### config.mk
export PLATFORM = sky130hd
export DESIGN_NAME = parity_rx_flat
export DESIGN_NICKNAME = d
export VERILOG_FILES = /design/src/rtl/parity_rx_if.sv /design/src/rtl/parity_rx.sv /design/src/flat_wrapper.sv
export SDC_FILE = /design/constraint.sdc
export NUM_CORES = 1
export LEC_CHECK = 0
export ABC_AREA = 1
export BUFFER_PORTS_ARGS = -buffer_cell sky130_fd_sc_hd__buf_2
export CAP_MARGIN = 20
export CORE_UTILIZATION = 55
export CTS_CLUSTER_SIZE = 28
export DETAILED_ROUTE_END_ITERATION = 16
export GPL_ROUTABILITY_DRIVEN = 0
export PLACE_DENSITY_LB_ADDON = 0.15
export SETUP_SLACK_MARGIN = 0.02
export SLEW_MARGIN = 25
export SYNTH_ARGS = -nofsm -noshare
export SYNTH_HDL_FRONTEND = slang
export SYNTH_SLANG_ARGS = --single-unit
### constraint.sdc
create_clock -name clk -period 1.65 [get_ports clk]
set_input_delay 0.2475 -clock clk [delete_from_list [all_inputs] [get_ports clk]]
set_output_delay 0.2475 -clock clk [all_outputs]
set_load 0.005 [all_outputs]
### src/rtl/parity_rx_if.sv
// Serial receive bus for parity_rx: the bit-sample strobe and serial line go
// into the receiver, and the decoded frame result and busy flag come out.
interface parity_rx_if;
  logic       en;       // bit-sample enable
  logic       din;      // serial line, idle high
  logic [7:0] data;     // last received byte
  logic       valid;    // one-cycle frame-complete pulse
  logic       par_err;  // parity mismatch, qualified by valid
  logic       frm_err;  // stop bit low, qualified by valid
  logic       busy;     // frame in progress

  // Line side: drives the serial line and strobe, observes the results.
  modport master (
    output en, din,
    input  data, valid, par_err, frm_err, busy
  );

  // Receiver side.
  modport slave (
    input  en, din,
    output data, valid, par_err, frm_err, busy
  );
endinterface

### src/rtl/parity_rx.sv
// Serial frame receiver: start bit 0, 8 data bits LSB first, one parity bit,
// one stop bit. One bit is taken on each clock edge where en is high. At the
// end of each frame the byte and the parity/framing checks are registered and
// flagged with a single-cycle valid pulse.
module parity_rx #(
  parameter bit ODD = 1'b0  // 0: even parity expected, 1: odd parity expected
) (
  input  logic        clk,
  input  logic        rst,
  parity_rx_if.slave  bus
);

  typedef enum logic [1:0] {
    IDLE   = 2'd0,
    DATA   = 2'd1,
    PARITY = 2'd2,
    STOP   = 2'd3
  } state_t;

  state_t     r_state;
  state_t     w_next_state;
  logic [2:0] r_cnt;
  logic [7:0] r_shift;
  logic       r_par_bit;
  logic [7:0] r_data;
  logic       r_valid;
  logic       r_par_err;
  logic       r_frm_err;
  logic       w_start;
  logic       w_stop_edge;
  logic       w_busy;

  // State register.
  always_ff @(posedge clk) begin
    // NOTE: sequential state is written with non-blocking assignments so every
    // flop samples pre-edge values and the blocks can be read in any order.
    if (rst) r_state <= IDLE;
    else     r_state <= w_next_state;
  end

  // Next-state decode; nothing moves on edges where en is low.
  always_comb begin
    // NOTE: the default assignment covers every path through the case, so no
    // latch is inferred for w_next_state.
    w_next_state = r_state;
    if (bus.en) begin
      unique case (r_state)
        IDLE:    if (!bus.din) w_next_state = DATA;
        DATA:    if (r_cnt == 3'd7) w_next_state = PARITY;
        PARITY:  w_next_state = STOP;
        STOP:    w_next_state = IDLE;
        default: w_next_state = IDLE;
      endcase
    end
  end

  // Per-state outputs: busy flag, start-bit detect and stop-bit sample strobe.
  always_comb begin
    w_busy      = 1'b1;
    w_start     = 1'b0;
    w_stop_edge = 1'b0;
    unique case (r_state)
      IDLE: begin
        w_busy  = 1'b0;
        w_start = bus.en & ~bus.din;
      end
      STOP:    w_stop_edge = bus.en;
      default: ;
    endcase
  end

  // Bit counter, data shift register and received parity bit.
  always_ff @(posedge clk) begin
    if (rst) begin
      // NOTE: the shift register is ordinary flops, not a RAM, so it takes a
      // defined reset value like the rest of the state.
      r_cnt     <= 3'd0;
      r_shift   <= 8'h00;
      r_par_bit <= 1'b0;
    end else if (w_start) begin
      r_cnt <= 3'd0;
    end else if (bus.en && (r_state == DATA)) begin
      r_shift[r_cnt] <= bus.din;
      r_cnt          <= r_cnt + 3'd1;
    end else if (bus.en && (r_state == PARITY)) begin
      r_par_bit <= bus.din;
    end
  end

  // Frame result: registered on the stop-bit edge; error flags are zero
  // whenever valid is low, while data holds until the next frame completes.
  always_ff @(posedge clk) begin
    if (rst) begin
      r_data    <= 8'h00;
      r_valid   <= 1'b0;
      r_par_err <= 1'b0;
      r_frm_err <= 1'b0;
    end else begin
      r_valid <= w_stop_edge;
      if (w_stop_edge) begin
        r_data    <= r_shift;
        r_par_err <= ((^r_shift) ^ r_par_bit) != ODD;
        r_frm_err <= ~bus.din;
      end else begin
        r_par_err <= 1'b0;
        r_frm_err <= 1'b0;
      end
    end
  end

  assign bus.data    = r_data;
  assign bus.valid   = r_valid;
  assign bus.par_err = r_par_err;
  assign bus.frm_err = r_frm_err;
  assign bus.busy    = w_busy;

endmodule

### src/flat_wrapper.sv
// flat-port wrapper written by rule: the top's interface ports become plain ports
module parity_rx_flat 
#(
  parameter bit ODD = 1'b0                                                    
)
  (clk, rst, bus_en, bus_din, bus_data, bus_valid, bus_par_err, bus_frm_err, bus_busy);
  parity_rx_if bus_i ();
  input  logic clk;
  input  logic rst;
  input wire logic [$bits(bus_i.en)-1:0] bus_en;
  input wire logic [$bits(bus_i.din)-1:0] bus_din;
  output wire logic [$bits(bus_i.data)-1:0] bus_data;
  output wire logic [$bits(bus_i.valid)-1:0] bus_valid;
  output wire logic [$bits(bus_i.par_err)-1:0] bus_par_err;
  output wire logic [$bits(bus_i.frm_err)-1:0] bus_frm_err;
  output wire logic [$bits(bus_i.busy)-1:0] bus_busy;
  assign bus_i.en = bus_en;
  assign bus_i.din = bus_din;
  assign bus_data = bus_i.data;
  assign bus_valid = bus_i.valid;
  assign bus_par_err = bus_i.par_err;
  assign bus_frm_err = bus_i.frm_err;
  assign bus_busy = bus_i.busy;
  parity_rx #(.ODD(ODD)) u_core (.clk(clk), .rst(rst), .bus(bus_i));
endmodule
# After elaboration in Yosys (flattened, before gate mapping)
# Cells that the tools add are included.
# word_totals
regBits,25
inputBits,4
output_inout_bits,12
# classes
addsub,1
n_lt_le_gt_ge,2
eq_ne,6
mux,9
bitwise,6
n_reduce_logical,10
# ops
op,count
$bwmux W8,1
$pmux W2 S4,1
$reduce_xor A8 Y1,1
$reduce_and A3 Y1,2
$eq A2 B2 Y1 const B,2
$lt A3 B4 Y1 const B,1
$mux W1,4
$mux W2,2
$not A1 Y1,4
$reduce_or A2 Y1,2
$add A3 B1 Y3 const B,1
$demux W1 S3,1
$eq A3 B3 Y1 const B,1
$ge A3 B1 Y1 const B,1
$logic_and A1 B1 Y1,3
$eq A2 B1 Y1 const B,1
$logic_not A2 Y1,1
$ne A2 B1 Y1 const B,1
$ne A2 B2 Y1 const B,1
$reduce_and A2 Y1,1
$and A1 B1 Y1,1
$xor A1 B1 Y1,1

# Depth between registers and ports, before layout
# Gate-level depths: netlist of the first run.
# logic_depth
word_depth,5
mapped_depth,9
mapped_depth_nobuf,9

# Least setup slack after synthesis of the first run
# No wires, ideal clock.
# synth_timing
path_type,reg2reg
from,register u_core.r_state[0]
to,register u_core.r_shift[1]
setup_time_ns,0.117
arrival_ns,1.167
t_required_ns,1.533
setup_slack_ns,0.365
path_stages_with_launch,9
synth_period_minus_slack_ns,1.285
cell_sequence,dfxtp_1 inv_1 ha_1 nand2_2 nor2_4 nor2_4 nand2_1 o21ai_1 a21oi_1
# synth_via
elab_chain_cells,4
# synth_rtl
element,line_no,source
from (decl),parity_rx.sv:20,state_t r_state;
from (signal assigned),parity_rx.sv:38,else r_state <= w_next_state;
$logic_not A2 Y1,parity_rx.sv:62,unique case (r_state)
$mux W1,parity_rx.sv:62,
$not A1 Y1 (no line),-,
$reduce_and A2 Y1 (no line) *,-,
"to (signal, indexed assignment)",parity_rx.sv:83,r_shift[r_cnt] <= bus.din;
to (decl),parity_rx.sv:23,logic [7:0] r_shift;
# Mark *: on every way between the ends. The rest lies on a longest branch, timed or not.
# A chain may end at the register's enable or synchronous reset.

# Worst setup path in the final report of the first run
# layout_timing
from,register u_core.r_state[0]
to,output port bus_busy
# layout_via
elab_chain_cells,2
# layout_rtl
element,line_no,source
$logic_not A2 Y1,parity_rx.sv:62,
$mux W1,parity_rx.sv:62,
to (decl),flat_wrapper.sv:16,output wire logic [$bits(bus_i.busy)-1:0] bus_busy;
# No other way between the ends.

==> results of run 1 <==
==> cell usage after synthesis, drive strengths merged <==
master	n	area, um2
a21oi	20	104
buf	4	22.5
clkinv	1	5.00
dfxtp	25	500
ha	6	75.1
inv	21	78.8
nand2	35	146
nand3	14	70.1
nand4	1	6.26
nor2	16	82.6
nor3	1	5.00
o21ai	15	75.1
o31ai	1	12.5
xor2	1	8.76
==> layout by cell type, fill, tap and decap left out, drive strengths merged <==
cell    Yosys  layout
dfxtp      25      25
nor2       16      16
nand4       1       1
nand2      35      35
a21oi      20      20
xor2        1       1
ha          6       6
inv        21      21
clkinv      1       1
buf         4      15
o21ai      15      15
nor3        1       1
clkbuf      0       4
nand3      14      14
o31ai       1       1
==> final cells by class <==
cell class | count | area, um2 | share of cell area [%]
timing repair buffer | 15 | 75.1 | 5.75
multi-input combinational | 110 | 586 | 44.9
inverter | 22 | 83.8 | 6.42
sequential | 25 | 500 | 38.4
tap | 27 | 33.8 | 2.59
clock buffer | 4 | 26.3 | 2.01
==> path summary, 6_finish.rpt <==
kind,endpoint,startpoint,slack [ps],cells past startpoint
max,bus_busy,u_core.r_state[0],180,4
min,u_core.r_shift[5],rst,180,2
max reg2reg,u_core.r_shift[1],u_core.r_state[0],180,8
min reg2reg,u_core.r_shift[0],u_core.r_shift[0],490,2
==> metal layers <==
| metal | track usage (%) | share of wire (%) |
|---|---|---|
| met3 | 1.89 | 3.0 |
| met4 | 10.3 | 1.4 |
| met2 | 39.2 | 51 |
| met1 | 22.4 | 44 |
| met5 | 0 | 0 |
==> logic make-up (layout without fill, tap and decap cells) <==
kind of cell,Yosys count,count (layout),share of synthesized area [%]
compound gates,36,36,16.1
simple gates,67,67,26.0
xor+xnor,1,1,0.735
flops,25,25,42.0
buf+inv,26,41,8.92
fa+ha+maj,6,6,6.30
==> where the power goes <==
part           internal [mW]  switching [mW]  total [mW]
clock network         0.0947           0.174       0.269
registers              0.621          0.0143       0.635
logic                 0.0505          0.0964       0.147
total                  0.766           0.285        1.05
==> state kept, by name, summed over array words and instances, names as in the netlist <==
name,flops
u_core.bus.data,8
u_core.r_shift,8
u_core.r_cnt,3
u_core.r_state,2
u_core.bus.frm_err,1
u_core.bus.par_err,1
u_core.bus.valid,1
u_core.r_par_bit,1
==> per-stage QoR <==
step	power, mW	cell area [um2]
floorplan	0.757	1190
global placement	0.787	1280
detailed placement	0.795	1280
CTS	1.06	1310
global route	1.11	1310
finish	1.05	1310
==> worst max-delay path: stages (launching register included) <==
cell	delay (ps)
dfxtp_1	400
inv_1	80
ha_1	260
inv_1	70
buf_2	100
==> run summary, run 1 <==
CTS tree: yes
CTS clk-pin slew, worst paths: 130 ps
Final min period: 1470 ps
CP Launch Type: register
Final Non-Filler Cells: 203
Max-Cap Viols: 0
Run status: finished clean
Chip height: 48.6 um
IO Count: 16
CTS H-tree lvls: 1
Clock Tree Buf Depth: 2
Final setup vio count: 0
Final ANT Viol Nets: 0
Total grt overflow: 0
Cells after DPL: 199
DP Wirelength: 1740 um
Setup crit end kind: output pin
Mean Syn Cell Area: 7.41 um2
Final Cycle Share: 89.1%
Port bufs: 15
DP Worst Slack: 198 ps
Type of the most critical hold path: input port to register
Wire length per cell: 10.9 um
Critical Path Fanout Max: 5
Worst Slack Setup Final: 179 ps
CTS Hold Bufs: 0
Slew Viols, Final: 0
Hold WS: 178 ps
Total nets after synthesis: 171
Hold Vio Cnt, Final: 0
WS Path Type: register to output pin
Die width: 48.6 um
Fmax: 680 MHz
Critical path required time: 1400 ps
Layout cells sized above 1: 17.0%
Worst Tran Pin Value: 369 ps
Leakage power: 0.586 nW
VDD IR max: 0.000743 V
Power density over cell area: 805 nW/um2
Fin Setup TNS: 0 ps
Antenna diodes: 0
Initial Util: 59.6%
Sequential-to-total area share from yosys stat: 42.0%
TritonCTS buffer count: 3
First-pass GRT wire length: 3760 um
Worst skew pair latency: 320 ps
YS warnings: 0
Cell variety after synth: 21
Fin nets: 187
Total GRT Usage: 20.5%
Core area: 2000 um2
Total number of vias: 1024
Vias/cell: 5.04
Area Growth Syn to Fin: 9.44%
Largest net degree at the start of global routing: 15
Drt total wl: 2200 um
# rows: 16
Remaining DRCs: 0
Drt pass-1 iters: 4
Initial antenna violation count: 0
DR iter-0 viols: 27
Synthesis-stage register bit count: 25
# resized after CTS: 0
Full die area: 2360 um2
Final clock skew: 4.27 ps
Crit path DAT: 1220 ps
Post-synthesis cell count: 161
RSZ-0062 raised after global routing: false
Util after Layout: 65.2%
Root buffer cell: clkbuf_4
Relative slew slack: 75.4%
Synthesized cell area: 1190 um2
Clock sink total: 25
Fill count: 206
Post-CTS Setup Inserts: 0
Vias in the first global route: 947
(Power assumes the default switching activity.)
==> inputs of run 2 (changes only) <==
Settings changed: CORE_UTILIZATION 55 to 59.
Clock period 1.65 ns to 1.9 ns, I/O delays scaled along.
==> run 2 against run 1 <==
Net effect: clock power decreased by 13%; design area about the same; critical path depth increased by 4.
==> run summary, run 2 (same netlist as run 1, synthesis figures left out) <==
Clock sink total: 25
Total GRT Usage: 25.4%
Final Cycle Share: 80.5%
Part of the power in the clock network: 25.7%
Fin nets: 187
Switching portion of total power: 27.6%
Full die area: 2200 um2
WS Path Type: register to register
Vias in the first global route: 954
Fmax: 654 MHz
Combinational share of power: 14.0%
R2r startpoint: u_core.r_state[0]
Reg2reg path depth: 8
HP Start: rst
Remaining DRCs: 0
Final ANT Viol Nets: 0
Initial Util: 66.2%
Power density over cell area: 701 nW/um2
Cell Chain, Critical Path: inv_1, ha_1, nand2_2, nor2_4, nor2_4, nand2_1, o21ai_1, a21oi_1
Vias/cell: 5.24
Drt total wl: 2340 um
Hold Path Stages: 2
Buf/Inv on CP: 1
Drt pass-1 iters: 4
Reg-to-reg endpoint: u_core.r_shift[1]
Design Power: 0.914 mW
Hold Vio Cnt, Final: 0
CTS tree: yes
Max-Cap Viols: 0
Type of the most critical hold path: input port to register
Worst Tran Pin Value: 355 ps
Slowest stage delay, CP: 400 ps
Critical path required time: 2120 ps
Fin Setup TNS: 0 ps
Chip height: 47.0 um
Total number of vias: 1054
Total grt overflow: 0
Leakage power: 0.589 nW
Worst skew pair latency: 320 ps
Die width: 47.0 um
Port bufs: 15
Largest net degree at the start of global routing: 15
Most frequent cells in the layout: nand2_1, dfxtp_1, inv_1, a21oi_1, buf_2
Internal power: 0.661 mW
DP Wirelength: 1790 um
VDD IR max: 0.000561 V
Run status: finished clean
Final setup vio count: 0
First-pass GRT wire length: 3930 um
Core area: 1800 um2
Critical Path Fanout Max: 6
# rows: 15
Sequential power share: 60.3%
Post-CTS Setup Inserts: 0
Clock Tree Buf Depth: 2
Crit path DAT: 1750 ps
Layout cells sized above 1: 17.6%
CTS Hold Bufs: 0
DR iter-0 viols: 19
# resized after CTS: 0
Critical path depth: 8
CTS H-tree lvls: 1
Commonest non-fill, non-tap cell in the layout: nand2_1
Root buffer cell: clkbuf_4
RSZ-0062 raised after global routing: false
TritonCTS buffer count: 3
CP dominant cell by count: nor2_4
Final min period: 1530 ps
Max stage delay cell, worst path: dfxtp_1
Slew Viols, Final: 0
Relative slew slack: 76.1%
Initial antenna violation count: 0
NetSw: 0.253 mW
IO Count: 16
Largest delay share family, worst path: simple AND/OR/NAND/NOR gates
Area Growth Syn to Fin: 9.34%
WHS Endpoint: u_core.r_shift[5]
CP Launch Type: register
R2R Setup Slk: 370 ps
Final clock skew: 4.95 ps
CTS clk-pin slew, worst paths: 130 ps
Antenna diodes: 0
Wire length per cell: 11.7 um
Setup crit end kind: register
-- run 2: cell types whose count changed in the layout (fill, tap and decap cells not counted), sizes merged --
cell    delta
clkbuf     -1
clkinv     +1
-- run 2: power by group through the flow --
stage,Clock [mW],Combinational [mW],Sequential [mW]
2_1_floorplan,0,0.0959,0.561
3_3_place_gp,0,0.123,0.562
3_5_place_dp,0,0.128,0.563
4_1_cts,0.243,0.129,0.552
5_1_grt,0.263,0.148,0.554
6_report,0.235,0.128,0.551
-- run 2: layout make-up --
type	count	area, um2
fillers	157	498
inverters	22	83.8
multi-input cells	110	586
flip-flops and latches	25	500
clock inverters	1	5.00
well taps	25	31.3
clock buffers	3	22.5
repair buffers	15	75.1
-- run 2: worst max path at each step --
| stage | slack (ps) | to | from |
|---|---|---|---|
| floorplan | 620 | u_core.r_shift[1] | u_core.r_state[0] |
| global placement | 550 | u_core.r_shift[3] | u_core.r_state[0] |
| detailed placement | 430 | u_core.r_shift[1] | u_core.r_state[0] |
| CTS | 360 | u_core.r_shift[1] | u_core.r_state[0] |
| global route | 250 | u_core.r_shift[1] | u_core.r_state[0] |
| finish | 370 | u_core.r_shift[1] | u_core.r_state[0] |
-- run 2: stage by stage --
stage                     hold WS [ps]  setup slack, ps  instances  utilization, %  cell area [um2]
after CTS                          214              361        201            72.4             1300
after global routing               204              246        201            72.4             1300
after detailed placement           492              432        197            70.8             1280
after global placement             462              553        197            70.8             1280
after floorplan                    446              615        161               -             1190
final                              229              370        201            72.4             1300
-- run 2: per-layer routing --
layer	part of all wire [%]	wire, um	global-route usage [%]
met5	0	0	0
met4	1.0	24	8.57
met3	1.8	42	3.46
met2	52	1220	47.5
met1	45	1050	29.4
